File: src/rtl/hazard_ctrl_pkg.sv
// Shared encodings for the pipeline hazard controller: result-select,
// forwarding mux selects and the memory-wait state machine states.
package hazard_ctrl_pkg;

  localparam logic [1:0] RESULT_LOAD = 2'b01;

  localparam logic [1:0] FWD_RF  = 2'b00;
  localparam logic [1:0] FWD_MEM = 2'b10;
  localparam logic [1:0] FWD_WB  = 2'b01;

  typedef enum logic {
    RUN      = 1'b0,
    MEM_WAIT = 1'b1
  } state_t;

endpackage

File: src/rtl/hazard_ctrl_fwd_sel.sv
// Forwarding select for one ALU operand in EX. The youngest producer
// (MEM) has priority over WB, and x0 is never forwarded.
module hazard_ctrl_fwd_sel
  import hazard_ctrl_pkg::*;
(
  input  logic [4:0] rs,
  input  logic [4:0] m_rf_a3,
  input  logic       m_we_rf,
  input  logic [4:0] w_rf_a3,
  input  logic       w_we_rf,
  output logic [1:0] fwd
);

  always_comb begin
    fwd = FWD_RF;
    if (rs != 5'd0) begin
      if (m_we_rf && (m_rf_a3 == rs)) begin
        fwd = FWD_MEM;
      end else if (w_we_rf && (w_rf_a3 == rs)) begin
        fwd = FWD_WB;
      end
    end
  end

endmodule

File: src/rtl/hazard_ctrl.sv
// Pipeline hazard controller: stall/clear/forward generation for the
// five-stage core plus a timed data-memory wait FSM and perf counters.
module hazard_ctrl
  import hazard_ctrl_pkg::*;
#(
  parameter int MEM_TIMEOUT = 16,
  parameter int CNT_W       = 32
) (
  input  logic             clk,
  input  logic             rst,
  input  logic [4:0]       D_rs1,
  input  logic [4:0]       D_rs2,
  input  logic [4:0]       E_rs1,
  input  logic [4:0]       E_rs2,
  input  logic [4:0]       E_rf_a3,
  input  logic [1:0]       E_sel_result,
  input  logic             E_pc_src,
  input  logic [4:0]       M_rf_a3,
  input  logic [4:0]       W_rf_a3,
  input  logic             M_we_rf,
  input  logic             W_we_rf,
  input  logic             M_mem_req,
  input  logic             M_mem_ready,
  output logic             F_stall,
  output logic             D_stall,
  output logic             E_stall,
  output logic             M_stall,
  output logic             D_clr,
  output logic             E_clr,
  output logic             W_clr,
  output logic [1:0]       E_fwd_a,
  output logic [1:0]       E_fwd_b,
  output logic             mem_err,
  output logic [CNT_W-1:0] stall_cnt,
  output logic [CNT_W-1:0] flush_cnt
);

  localparam int WAIT_W = (MEM_TIMEOUT > 2) ? $clog2(MEM_TIMEOUT) : 1;
  localparam logic [WAIT_W-1:0] WAIT_LAST = WAIT_W'(MEM_TIMEOUT - 1);

  state_t            state;
  state_t            state_next;
  logic [WAIT_W-1:0] wait_cnt;
  logic              timeout_hit;
  logic              load_use;
  logic              mem_hold;
  logic              flush;
  logic              lu_stall;

  hazard_ctrl_fwd_sel u_fwd_a (
    .rs      (E_rs1),
    .m_rf_a3 (M_rf_a3),
    .m_we_rf (M_we_rf),
    .w_rf_a3 (W_rf_a3),
    .w_we_rf (W_we_rf),
    .fwd     (E_fwd_a)
  );

  hazard_ctrl_fwd_sel u_fwd_b (
    .rs      (E_rs2),
    .m_rf_a3 (M_rf_a3),
    .m_we_rf (M_we_rf),
    .w_rf_a3 (W_rf_a3),
    .w_we_rf (W_we_rf),
    .fwd     (E_fwd_b)
  );

  assign timeout_hit = (wait_cnt == WAIT_LAST);
  assign load_use    = (E_sel_result == RESULT_LOAD) && (E_rf_a3 != 5'd0) &&
                       ((E_rf_a3 == D_rs1) || (E_rf_a3 == D_rs2));

  always_ff @(posedge clk or posedge rst) begin
    if (rst) begin
      state <= RUN;
    end else begin
      state <= state_next;
    end
  end

  always_comb begin
    state_next = state;
    case (state)
      RUN:      if (M_mem_req && !M_mem_ready) state_next = MEM_WAIT;
      MEM_WAIT: if (M_mem_ready || timeout_hit) state_next = RUN;
      default:  state_next = RUN;
    endcase
  end

  // The entry cycle already holds the pipeline, so MEM never advances
  // before the wait is established; branch and load-use are masked then.
  always_comb begin
    mem_hold = 1'b0;
    flush    = 1'b0;
    lu_stall = 1'b0;
    if (!rst) begin
      mem_hold = (state == MEM_WAIT) || (M_mem_req && !M_mem_ready);
      flush    = !mem_hold && E_pc_src;
      lu_stall = !mem_hold && load_use && !E_pc_src;
    end
    F_stall = mem_hold || lu_stall;
    D_stall = mem_hold || lu_stall;
    E_stall = mem_hold;
    M_stall = mem_hold;
    W_clr   = mem_hold;
    D_clr   = flush;
    E_clr   = flush || lu_stall;
  end

  always_ff @(posedge clk or posedge rst) begin
    if (rst) begin
      wait_cnt <= '0;
      mem_err  <= 1'b0;
    end else begin
      if (state == RUN) begin
        wait_cnt <= '0;
      end else begin
        wait_cnt <= wait_cnt + WAIT_W'(1);
      end
      if ((state == MEM_WAIT) && !M_mem_ready && timeout_hit) begin
        mem_err <= 1'b1;
      end
    end
  end

  always_ff @(posedge clk or posedge rst) begin
    if (rst) begin
      stall_cnt <= '0;
      flush_cnt <= '0;
    end else begin
      if (F_stall) stall_cnt <= stall_cnt + CNT_W'(1);
      if (flush)   flush_cnt <= flush_cnt + CNT_W'(1);
    end
  end

endmodule

File: config.mk
export PLATFORM = sky130hd
export DESIGN_NAME = hazard_ctrl
export DESIGN_NICKNAME = d
export VERILOG_FILES = /design/src/rtl/hazard_ctrl_pkg.sv /design/src/rtl/hazard_ctrl_fwd_sel.sv /design/src/rtl/hazard_ctrl.sv
export SDC_FILE = /design/constraint.sdc
export NUM_CORES = 1
export LEC_CHECK = 0
export CAP_MARGIN = 25
export CORE_UTILIZATION = 50
export DETAILED_ROUTE_END_ITERATION = 8
export HOLD_SLACK_MARGIN = 0.02
export MAX_ROUTING_LAYER = met4
export PLACE_DENSITY = 0.9
export RECOVER_POWER = 50
export SYNTH_ARGS = -nofsm -noshare
export SYNTH_HDL_FRONTEND = slang
export SYNTH_HIERARCHICAL = 1
export SYNTH_SLANG_ARGS = --single-unit
File: constraint.sdc
create_clock -name clk -period 18.3 [get_ports clk]
set_input_delay 5.49 -clock clk [delete_from_list [all_inputs] [get_ports clk]]
set_output_delay 5.49 -clock clk [all_outputs]
set_load 0.02 [all_outputs]
# Word level (Yosys, flattened, before mapping)
# Cells that the tools add are included.
dict set report op_classes {
  n_addsub 3
  n_reduce_logical 23
  eq_ne 8
  n_bitwise 1
  muxes 13
}
# cell n
set op_table {}
lappend op_table {{$add 32x1->32 const B} 2}
lappend op_table {{$eq 5x5->1} 6}
lappend op_table {{$reduce_bool 5->1} 3}
lappend op_table {{$logic_and 1x1->1} 12}
lappend op_table {{$mux 2} 4}
lappend op_table {{$mux 1} 7}
lappend op_table {{$logic_or 1x1->1} 5}
lappend op_table {{$add 4x1->4 const B} 1}
lappend op_table {{$eq 4x4->1 const B} 1}
lappend op_table {{$mux 4} 1}
lappend op_table {{$logic_not 1->1} 3}
lappend op_table {{$eq 2x1->1 const B} 1}
lappend op_table {{$pmux 1 s2} 1}
lappend op_table {{$not 1->1} 1}
dict set report totals {
  ff_bits 70
  inputBits 44
}

# Depth between registers and ports, before layout
# Gate-level depths: netlist of the first run.
dict set report depth {
  ltp_word 8
  ltp_mapped 7
}

# By module
# The synthesis of the first run kept the hierarchy.
# mod cells_per_inst area_each_um2 n_inst
set modules_own_cells {}
lappend modules_own_cells {hazard_ctrl 313 3378.2 1}
lappend modules_own_cells {hazard_ctrl_fwd_sel 18 132.6 2}

# Least setup slack after synthesis of the first run
# Ideal clock, no wire load.
dict set report synth_path {
  path_kind {input-to-output}
  start {input port rst}
  end {output port F_stall}
  cell_stages 6
  required_time_ps 12810
  arrival_time_ps 8061
  path_buffers 2
  slack_ps 4749
  cell_sequence {inv_1 -> and4_1 -> a21oi_1 -> buf_2 -> inv_1 -> buf_4}
}
dict set report synth_between {
  elab_chain_cells 2
}
# item line_no
set synth_lines {}
lappend synth_lines {{start, declared} hazard_ctrl.sv:10} ;# input logic rst,
lappend synth_lines {{$mux 1} hazard_ctrl.sv:95} ;# if (!rst) begin
lappend synth_lines {{$logic_or 1x1->1 (*)} -}
lappend synth_lines {{end, declared} hazard_ctrl.sv:24} ;# output logic F_stall,
# Every way passes the cells marked *; elsewhere a longest branch is shown, timed or not.

# Final worst setup path of the first run
dict set report layout_path {
  start {input port rst}
  end {output port F_stall}
}
dict set report layout_between {
  elab_chain_cells 2
}
# item line_no
set layout_lines {}
lappend layout_lines {{$mux 1} hazard_ctrl.sv:95}
lappend layout_lines {{$logic_or 1x1->1 (*)} hazard_ctrl.sv:100} ;# F_stall = mem_hold || lu_stall;
# Marks and branches as above.

==> flow_summary.ini, run 1 <==
[status]
status = complete, no violations

[setup_path]
cp_top_family = buffers and inverters
path_max_fanout = 71
cp_common_cell = buf_4
path_class = primary input to output port
path_cells = dlygate4sd3_1 > clkinv_1 > buf_4 > and4_1 > a21oi_2 > buf_4 > inv_1 > clkdlybuf4s50_1
crit_path_end_kind = output port
crit_buf_inv = 6
crit_slowest_cell = buf_4
slowest_delay_ns = 0.67
cp.required_ns = 12.81
arrival_ns = 8.19
startpoint_type = primary input

[placed_design]
portBuffers = 119
place_area_um2 = 4910
dp_hpwl_um = 6230
place_congestion = 0.802

[logic_synthesis]
ys_ff_latch = 70
syn-instance-count = 349
yosys-top-cells-area = dfrtp_1 48%, xnor2_1 12%, xor2_1 11%
synth_top_cell_area_share_pct = 48.1
synth_edf_count = 0
synth_area_um2 = 3640
synth.top_cells.by_count = 70 x dfrtp_1, 48 x xnor2_1, 46 x xor2_1
syn_nets = 396
synth_cell_types = 37
yosysMostFrequentCell = dfrtp_1
ys_warn_count = 6
synth-seq-area-share_pct = 48.1
ys.flop_type = dfrtp_1
yosysTopAreaCell = dfrtp_1
async_flop_share_pct = 100
avgSynthCellArea_um2 = 10.4

[hold_path]
hold_class = flop to flop

[timing]
setup_viol = 0
hold_viol_final = 0
slew_viol_final = 0
slew_headroom_pct = 41.6
fmax_mhz = 73.1
worst_clock_skew_ns = 0.0117
grt_setup_unrepaired = false
tns_ns = 0
worst_slew_pin_slew_ns = 0.877
finalCritPeriodShare_pct = 74.8
period_needed_ns = 13.68

[final_layout]
final_net_count = 518
multi_input_area_um2 = 1810
ff_latch_area_um2 = 1750
postLayoutCellArea_um2 = 5130
nFillCells = 477
area_growth_pct = 40.7
diodes = 0
layout-drive-gt1-share_pct = 5.89

[clock_tree]
cts.repair.resized = 0
cts_tree = built
cts_max_level = 3
path_clk_slew_ns = 0.07
post_cts_buffers = 0
cts-root-buf = clkbuf_8
clockBufferDepth = 2
cts_made_buffers = 9
clock_latency_ns = 0.34
holdBufCountCts = 0
cts.sink_count = 70

[floorplan]
die_w_um = 87.4
rows = 30
start_util_pct = 52.8
core_area_um2 = 6910
dieArea_um2 = 7630
die_height_um = 87.4
pin_count = 120

[detailed_routing]
drt_wl_total_um = 8540
dr.pass1.iters = 4
ant_nets = 0
initialDrtViolationCount = 165
via_per_inst = 5.41
via_count = 3088
drcViolationCount = 0
wl_per_cell_um = 15.0

[pwr]
p_leak_uw = 0.00235
ir_worst_vdd_mv = 0.0424
p_per_area_nw_per_um2 = 82.3

[job]
cap_viol_max_count = 0

[grt]
grt_max_degree = 72
grt_pass1_vias = 2992
grt_use_total_pct = 24.6
grt_antenna_before_repair = 0
grt-ovfl-total = 0
grt_pass1_wl_um = 14000
[registers in the layout, summed over array words and instances (netlist names)]
| name | count |
|---|---|
| flush_cnt | 32 |
| state | 1 |
| stall_cnt | 32 |
| wait_cnt | 4 |
| mem_err | 1 |
[worst paths after layout]
path	to	cells after the start	startpoint	slack [ns]
worst max-delay path	F_stall	8	rst	4.62
worst min register to register	flush_cnt[31]$_DFFE_PP0P_	1	flush_cnt[31]$_DFFE_PP0P_	0.46
worst max register to register	flush_cnt[31]$_DFFE_PP0P_	5	state$_DFF_PP0_	15.92
worst min-delay path	flush_cnt[31]$_DFFE_PP0P_	1	flush_cnt[31]$_DFFE_PP0P_	0.46
min in group asynchronous	flush_cnt[12]$_DFFE_PP0P_	3	rst	5.92
max in group asynchronous	state$_DFF_PP0_	3	rst	11.82
[stage by stage]
| stage | hold WS (ns) | total power (uW) | std cells | setup slack [ns] | util [%] |
|---|---|---|---|---|---|
| CTS | 0.471 | 426 | 571 | 4.67 | 74.2 |
| finish | 0.464 | 422 | 571 | 4.62 | 74.2 |
| floorplan | 0.432 | 240 | 349 | 4.75 | - |
| global placement | 0.446 | 288 | 556 | 4.71 | 71.2 |
| detailed placement | 0.459 | 292 | 556 | 4.68 | 71.2 |
| global route | 0.486 | 440 | 571 | 4.38 | 74.2 |
[power by group]
group	internal [uW]	switching (uW)	total [uW]
Clock	76.0	57.9	134
Sequential	169	22.2	191
Combinational	49.2	47.7	97.0
[final cells by class]
| type | count | share of cell area (%) |
|---|---|---|
| clock buffer | 9 | 2.42 |
| clock inverter | 6 | 1.71 |
| inverter | 6 | 0.439 |
| multi-input combinational | 263 | 35.4 |
| sequential | 70 | 34.2 |
| tap | 96 | 2.34 |
| timing repair buffer | 121 | 23.5 |
[layout by cell type, fill, tap and decap left out, drive strengths merged]
master,instances
clkdlybuf4s50,87
dfrtp,70
xnor2,48
xor2,46
nand2,33
dlygate4sd3,32
nand3,26
nor2,20
nor3,18
nand4,16
and3,9
nor4,9
clkbuf,9
nor4b,7
and4,6
inv,5
clkinv,5
and2,4
or4,3
ha,3
nor2b,2
nor3b,2
nand2b,2
or2,2
bufinv,2
buf,2
or4b,1
o22ai,1
a21oi,1
mux2,1
a211oi,1
a31o,1
or3,1
[metal layers]
layer | wire [um] | vias up | global-route usage [%]
met5 | 0 | - | -
met4 | 202 | 0 | 11.9
met3 | 506 | 19 | 3.98
met2 | 4220 | 145 | 40.8
met1 | 3610 | 1467 | 29.2
li1 | - | 1457 | -
[kinds of logic (layout without fill, tap and decap cells)]
group / count (synthesis) / after routing / synth area share, %
and+or+nand+nor: 161 / 161 / 25.0
xor gates and xnor gates: 94 / 94 / 22.6
DFF: 70 / 70 / 48.1
buffers and inverters: 16 / 142 / 2.23
AOI/OAI and AO/OA: 4 / 4 / 0.756
adders and majority gates: 3 / 3 / 1.03
muxes: 1 / 1 / 0.309
No activity file was read; power rests on OpenSTA's default activity.
==> inputs of run 2 (changes only) <==
Settings changed: CORE_UTILIZATION 50 to 42, PLACE_DENSITY 0.9 to 0.81.
Clock period 18.3 ns to 12.3 ns, I/O delays scaled along.
==> run 2 against run 1 <==
  * The run now ends with max-capacitance violations, max-slew violations left
  * Combinational power up 48%
  * Hold slack worse by 0.0041 ns
  * First-iteration DRC count down 63%
  * Register-to-register slack worse by 5.9 ns
  * Flip-flop and latch count unchanged
  * Sequential share of layout area up 0.24 points
  * Global-route usage down 4.9 points
  * Clock skew about the same
  * Clock power up 19%
  * Sequential power up 49%
  * Total power up 39%
  * Critical endpoint is now D_clr
  * Largest power group unchanged
  * Highest routed layer unchanged
==> flow_summary.ini, run 2 (synthesis gave the netlist of run 1 again) <==
[status]
status = finished with violations
violations = max-capacitance violations, max-slew violations

[floorplan]
die_height_um = 95.1
pin_count = 120
dieArea_um2 = 9050
die_w_um = 95.1
core_area_um2 = 8300
start_util_pct = 43.9
rows = 33

[pwr]
p_per_area_nw_per_um2 = 115
p_leak_uw = 0.00232
pwr-share-seq_pct = 48.4
clkPwrFrac_pct = 27.2
ir_worst_vdd_mv = 0.0641
p_switching_uw = 186
p_total_uw = 587
combPwrFrac_pct = 24.5
internal_power_uw = 402
p_sw_share_pct = 31.6

[clock_tree]
path_clk_slew_ns = 0.07
cts-root-buf = clkbuf_8
cts.sink_count = 70
holdBufCountCts = 0
cts_tree = built
cts.repair.resized = 0
clockBufferDepth = 2
clock_latency_ns = 0.34
post_cts_buffers = 0
cts_made_buffers = 9
cts_max_level = 3

[timing]
grt_setup_unrepaired = false
slew_viol_final = 71
finalCritPeriodShare_pct = 77.9
fmax_mhz = 104
worst_clock_skew_ns = 0.0115
period_needed_ns = 9.58
hold_viol_final = 0
tns_ns = 0
setup_viol = 0
fin_hold_ws_ns = 0.460
worst_slew_pin_slew_ns = 3.63
slew_headroom_pct = -142

[detailed_routing]
drt_wl_total_um = 8160
wl_per_cell_um = 14.0
initialDrtViolationCount = 61
via_count = 2985
dr.pass1.iters = 4
ant_nets = 0
drcViolationCount = 0
via_per_inst = 5.14

[final_layout]
diodes = 0
layout_common_cells = 87 x clkdlybuf4s50_1, 70 x dfrtp_1, 48 x xnor2_1
largestRegisters = flush_cnt (32), stall_cnt (32), wait_cnt (4)
final_common_cell = clkdlybuf4s50_1
postLayoutCellArea_um2 = 5090
area_growth_pct = 39.7
final_net_count = 518
layout-drive-gt1-share_pct = 5.46
nFillCells = 694
ff_latch_area_um2 = 1750
final_core_util_pct = 61.3
multi_input_area_um2 = 1810

[setup_path]
crit_path_end_kind = output port
reg2reg_to = flush_cnt[31]$_DFFE_PP0P_
startpoint_type = primary input
reg2reg_from = state$_DFF_PP0_
arrival_ns = 5.89
cp.required_ns = 8.61
r2r_cells = 5
path_class = primary input to output port
path_max_fanout = 9
reg2reg_setup_slack_ns = 9.99

[hold_path]
holdPathStages = 1
hold_path_end = wait_cnt[0]$_DFF_PP0_
min_from = wait_cnt[0]$_DFF_PP0_
hold_class = flop to flop

[grt]
grt_antenna_before_repair = 0
grt_max_degree = 71
grt_pass1_vias = 2914
grt-ovfl-total = 0
grt_pass1_wl_um = 13400
grt_use_total_pct = 19.7

[placed_design]
dp_hpwl_um = 6210
place_congestion = 0.846
place_area_um2 = 4930
portBuffers = 119

[job]
cap_viol_max_count = 1
-- run 2: layout make-up --
type	instances	share of cell area, %
multi-input cells	263	35.6
repair buffers	121	23.6
well taps	105	2.58
clock buffers	12	2.85
inverters	6	0.442
clock inverters	4	0.442
flip-flops and latches	70	34.4
-- run 2: worst max path at each step --
stage	startpoint	endpoint	slack, ns	cells past startpoint
2_1_floorplan	rst	F_stall	2.35	6
3_3_place_gp	E_rf_a3[0]	D_stall	2.83	8
3_5_place_dp	E_rf_a3[0]	F_stall	2.81	8
4_1_cts	E_rf_a3[0]	F_stall	2.80	8
5_1_grt	M_mem_ready	D_stall	2.60	8
6_report	M_mem_req	D_clr	2.72	5
-- run 2: layer usage --
metal / part of all wire, % / routed length (um) / GRT usage (%)
met2: 50 / 4070 / 32.6
met3: 5.3 / 429 / 4.47
met1: 43 / 3510 / 23.4
met4: 1.8 / 145 / 6.94
met5: 0 / 0 / -
-- run 2: power by group through the flow --
| stage | Sequential [uW] | Clock (uW) | Combinational (uW) |
|---|---|---|---|
| floorplan | 306 | 0 | 50.0 |
| global placement | 287 | 0 | 144 |
| detailed placement | 288 | 0 | 147 |
| CTS | 284 | 165 | 148 |
| global route | 288 | 175 | 156 |
| finish | 284 | 160 | 144 |
-- run 2: through the flow --
stage,setup slack (ns),instances
global route,2.60,581
finish,2.72,581
CTS,2.80,581
global placement,2.83,565
detailed placement,2.81,565
floorplan,2.35,349
-- run 2: worst max-delay path, stage by stage --
cell and delay (ns):
dlygate4sd3_1 0.55, nor2b_1 0.14, or4b_1 0.68, inv_1 0.20, clkdlybuf4s50_1 0.63
==> variant: new RTL, flow settings as in run 1 <==
Change the parameter `MEM_TIMEOUT` from 16 to 32.
--- a/src/rtl/hazard_ctrl.sv
+++ b/src/rtl/hazard_ctrl.sv
@@ -4,5 +4,5 @@
   import hazard_ctrl_pkg::*;
 #(
-  parameter int MEM_TIMEOUT = 16,
+  parameter int MEM_TIMEOUT = 32,
   parameter int CNT_W       = 32
 ) (
Behaviour: same outputs for any inputs over 10 cycles, from zero or initial values and one cycle with rst high; that may be too few to reach the edited logic, so the function may still have changed.
==> variant against run 1 <==
The run now ends with capacitance limit, slew limit left; critical path depth did not move; power fell by 6.5%; maximum frequency rose by 2.0%; sequential cell count rose by 1; final cell count fell by 0.53%; worst setup slack improved by 0.27 ns; via count fell by 3.2%; register-to-register slack improved by 0.11 ns; routed wire length rose by 1.7%; design area rose by 0.81%; synthesized area rose by 1.5%; synthesized cell count fell by 0.86%; die area rose by 1.5%; critical path type unchanged; highest routed layer unchanged.
==> variant: results (changes against run 1) <==
status finished, violations left (was finished, final reports clean); failing checks capacitance limit, slew limit; sequential share of the synthesized area 0.480 (was 0.481); setup bufs post-CTS 0 (unchanged); WHS Path Cells 1 (unchanged); CTS clk-pin slew, worst paths 0.07 ns (about the same); synth unique cells 37 (unchanged); WL final 8690 um (was 8540 um); Leakage 0.00249 uW (was 0.00235 uW); Slew Viols, Final 73 (was 0); ys async rst share 1.00 (unchanged); antenna cells 0 (unchanged); via density per instance 5.26 (was 5.41); first-pass GRT wire length 13900 um (was 14000 um); Worst-Skew Late Latency 0.34 ns (about the same); number of global-route vias before repair 2932 (was 2992); post-cts resize count 0 (unchanged); Nets 515 (was 518); drt first pass iters 5 (was 4); dpl hpwl 6470 um (was 6230 um); placed inst area 4970 um^2 (was 4910 um^2); Top Registers flush_cnt x32, stall_cnt x32, wait_cnt x5 (was flush_cnt x32, stall_cnt x32, wait_cnt x4); largest net degree at the start of global routing 73 (was 72); total track usage 0.245 (was 0.246); Warnings, synthesis 6 (unchanged); Max Root-Sink Buffers 2 (unchanged); gpl congestion 0.768 (was 0.802); CP Max Fanout 31 (was 71); VDD IR max 0.0840 mV (was 0.0424 mV); H-tree Lvls 3 (unchanged); HP Class reg -> reg (unchanged); DRT iter0 DRCs 145 (was 165); Post-Place Setup Slack 4.85 ns (was 4.68 ns); worst-case reg-to-reg path depth 6 (was 5); cts bufs inserted 9 (unchanged); clock root cell clkbuf_8 (unchanged); most frequent cells after synthesis dfrtp_1, xor2_1, xnor2_1 (was dfrtp_1, xnor2_1, xor2_1); Avg Inst Size Synth 10.7 um^2 (was 10.4 um^2); slew margin rel. -1.46 (was 0.416); Worst Path Arrival 7.92 ns (was 8.19 ns); per-cell routed wire length 15.3 um (was 15.0 um); PortBufs 119 (unchanged); Worst Clk Skew 0.0133 ns (was 0.0117 ns); layout cells sized above 1 0.0657 (was 0.0589); Max Cap Viol 1 (was 0); Area contributors post-synth dfrtp_1, xor2_1, xnor2_1 (was dfrtp_1, xnor2_1, xor2_1); initial antenna violation count 0 (unchanged); Placed Cells 552 (was 556); Synthesized Nets 394 (was 396)
[variant: final cells by class]
class | instances | area [um^2]
Clock buffer | 10 | 128
Sequential cell | 71 | 1780
Timing Repair Buffer | 122 | 1210
Tap cell | 96 | 120
Inverter | 7 | 26.3
Fill cell | 519 | 1810
Clock inverter | 6 | 68.8
Multi-Input combinational cell | 256 | 1840
[variant: cell families (layout without fill, tap and decap cells)]
group	Yosys count	after routing	share of synthesized area
multiplexers	2	2	0.00609
AO/OA/AOI/OAI	7	7	0.0132
XOR/XNOR	94	94	0.223
adder cells (fa/ha/maj)	4	4	0.0135
buffers and inverters	19	145	0.0254
flip-flops	71	71	0.480
AND/OR/NAND/NOR	149	149	0.239
[variant: worst max-delay path, cell delays in order]
cell             delay [ns]
clkdlybuf4s50_1        0.54
or4_1                  0.13
nor2_1                 0.04
nor4b_1                0.41
a21oi_2                0.10
buf_4                  0.25
nor2_1                 0.28
clkdlybuf4s50_1        0.67
[variant: final timing paths]
kind / to / startpoint / slack, ns
min reg2reg: wait_cnt[0] / wait_cnt[0] / 0.46
max: F_stall / E_rf_a3[3] / 4.89
min: wait_cnt[0] / wait_cnt[0] / 0.46
max reg2reg: stall_cnt[27] / stall_cnt[16] / 16.03
min in group asynchronous: state / rst / 7.41
max in group asynchronous: stall_cnt[11] / rst / 8.83
[variant: routing by layer]
metal	vias up	wire length, um	global-route usage	share of wire
met5	-	0	-	0
met4	0	202	0.119	0.023
met3	14	328	0.0424	0.038
met2	91	4560	0.400	0.52
met1	1441	3600	0.293	0.41
li1	1442	-	-	-
[variant: where the power goes]
group	switching [uW]	internal, uW
combinational	43.8	41.7
sequential	16.7	169
clock	59.2	63.7
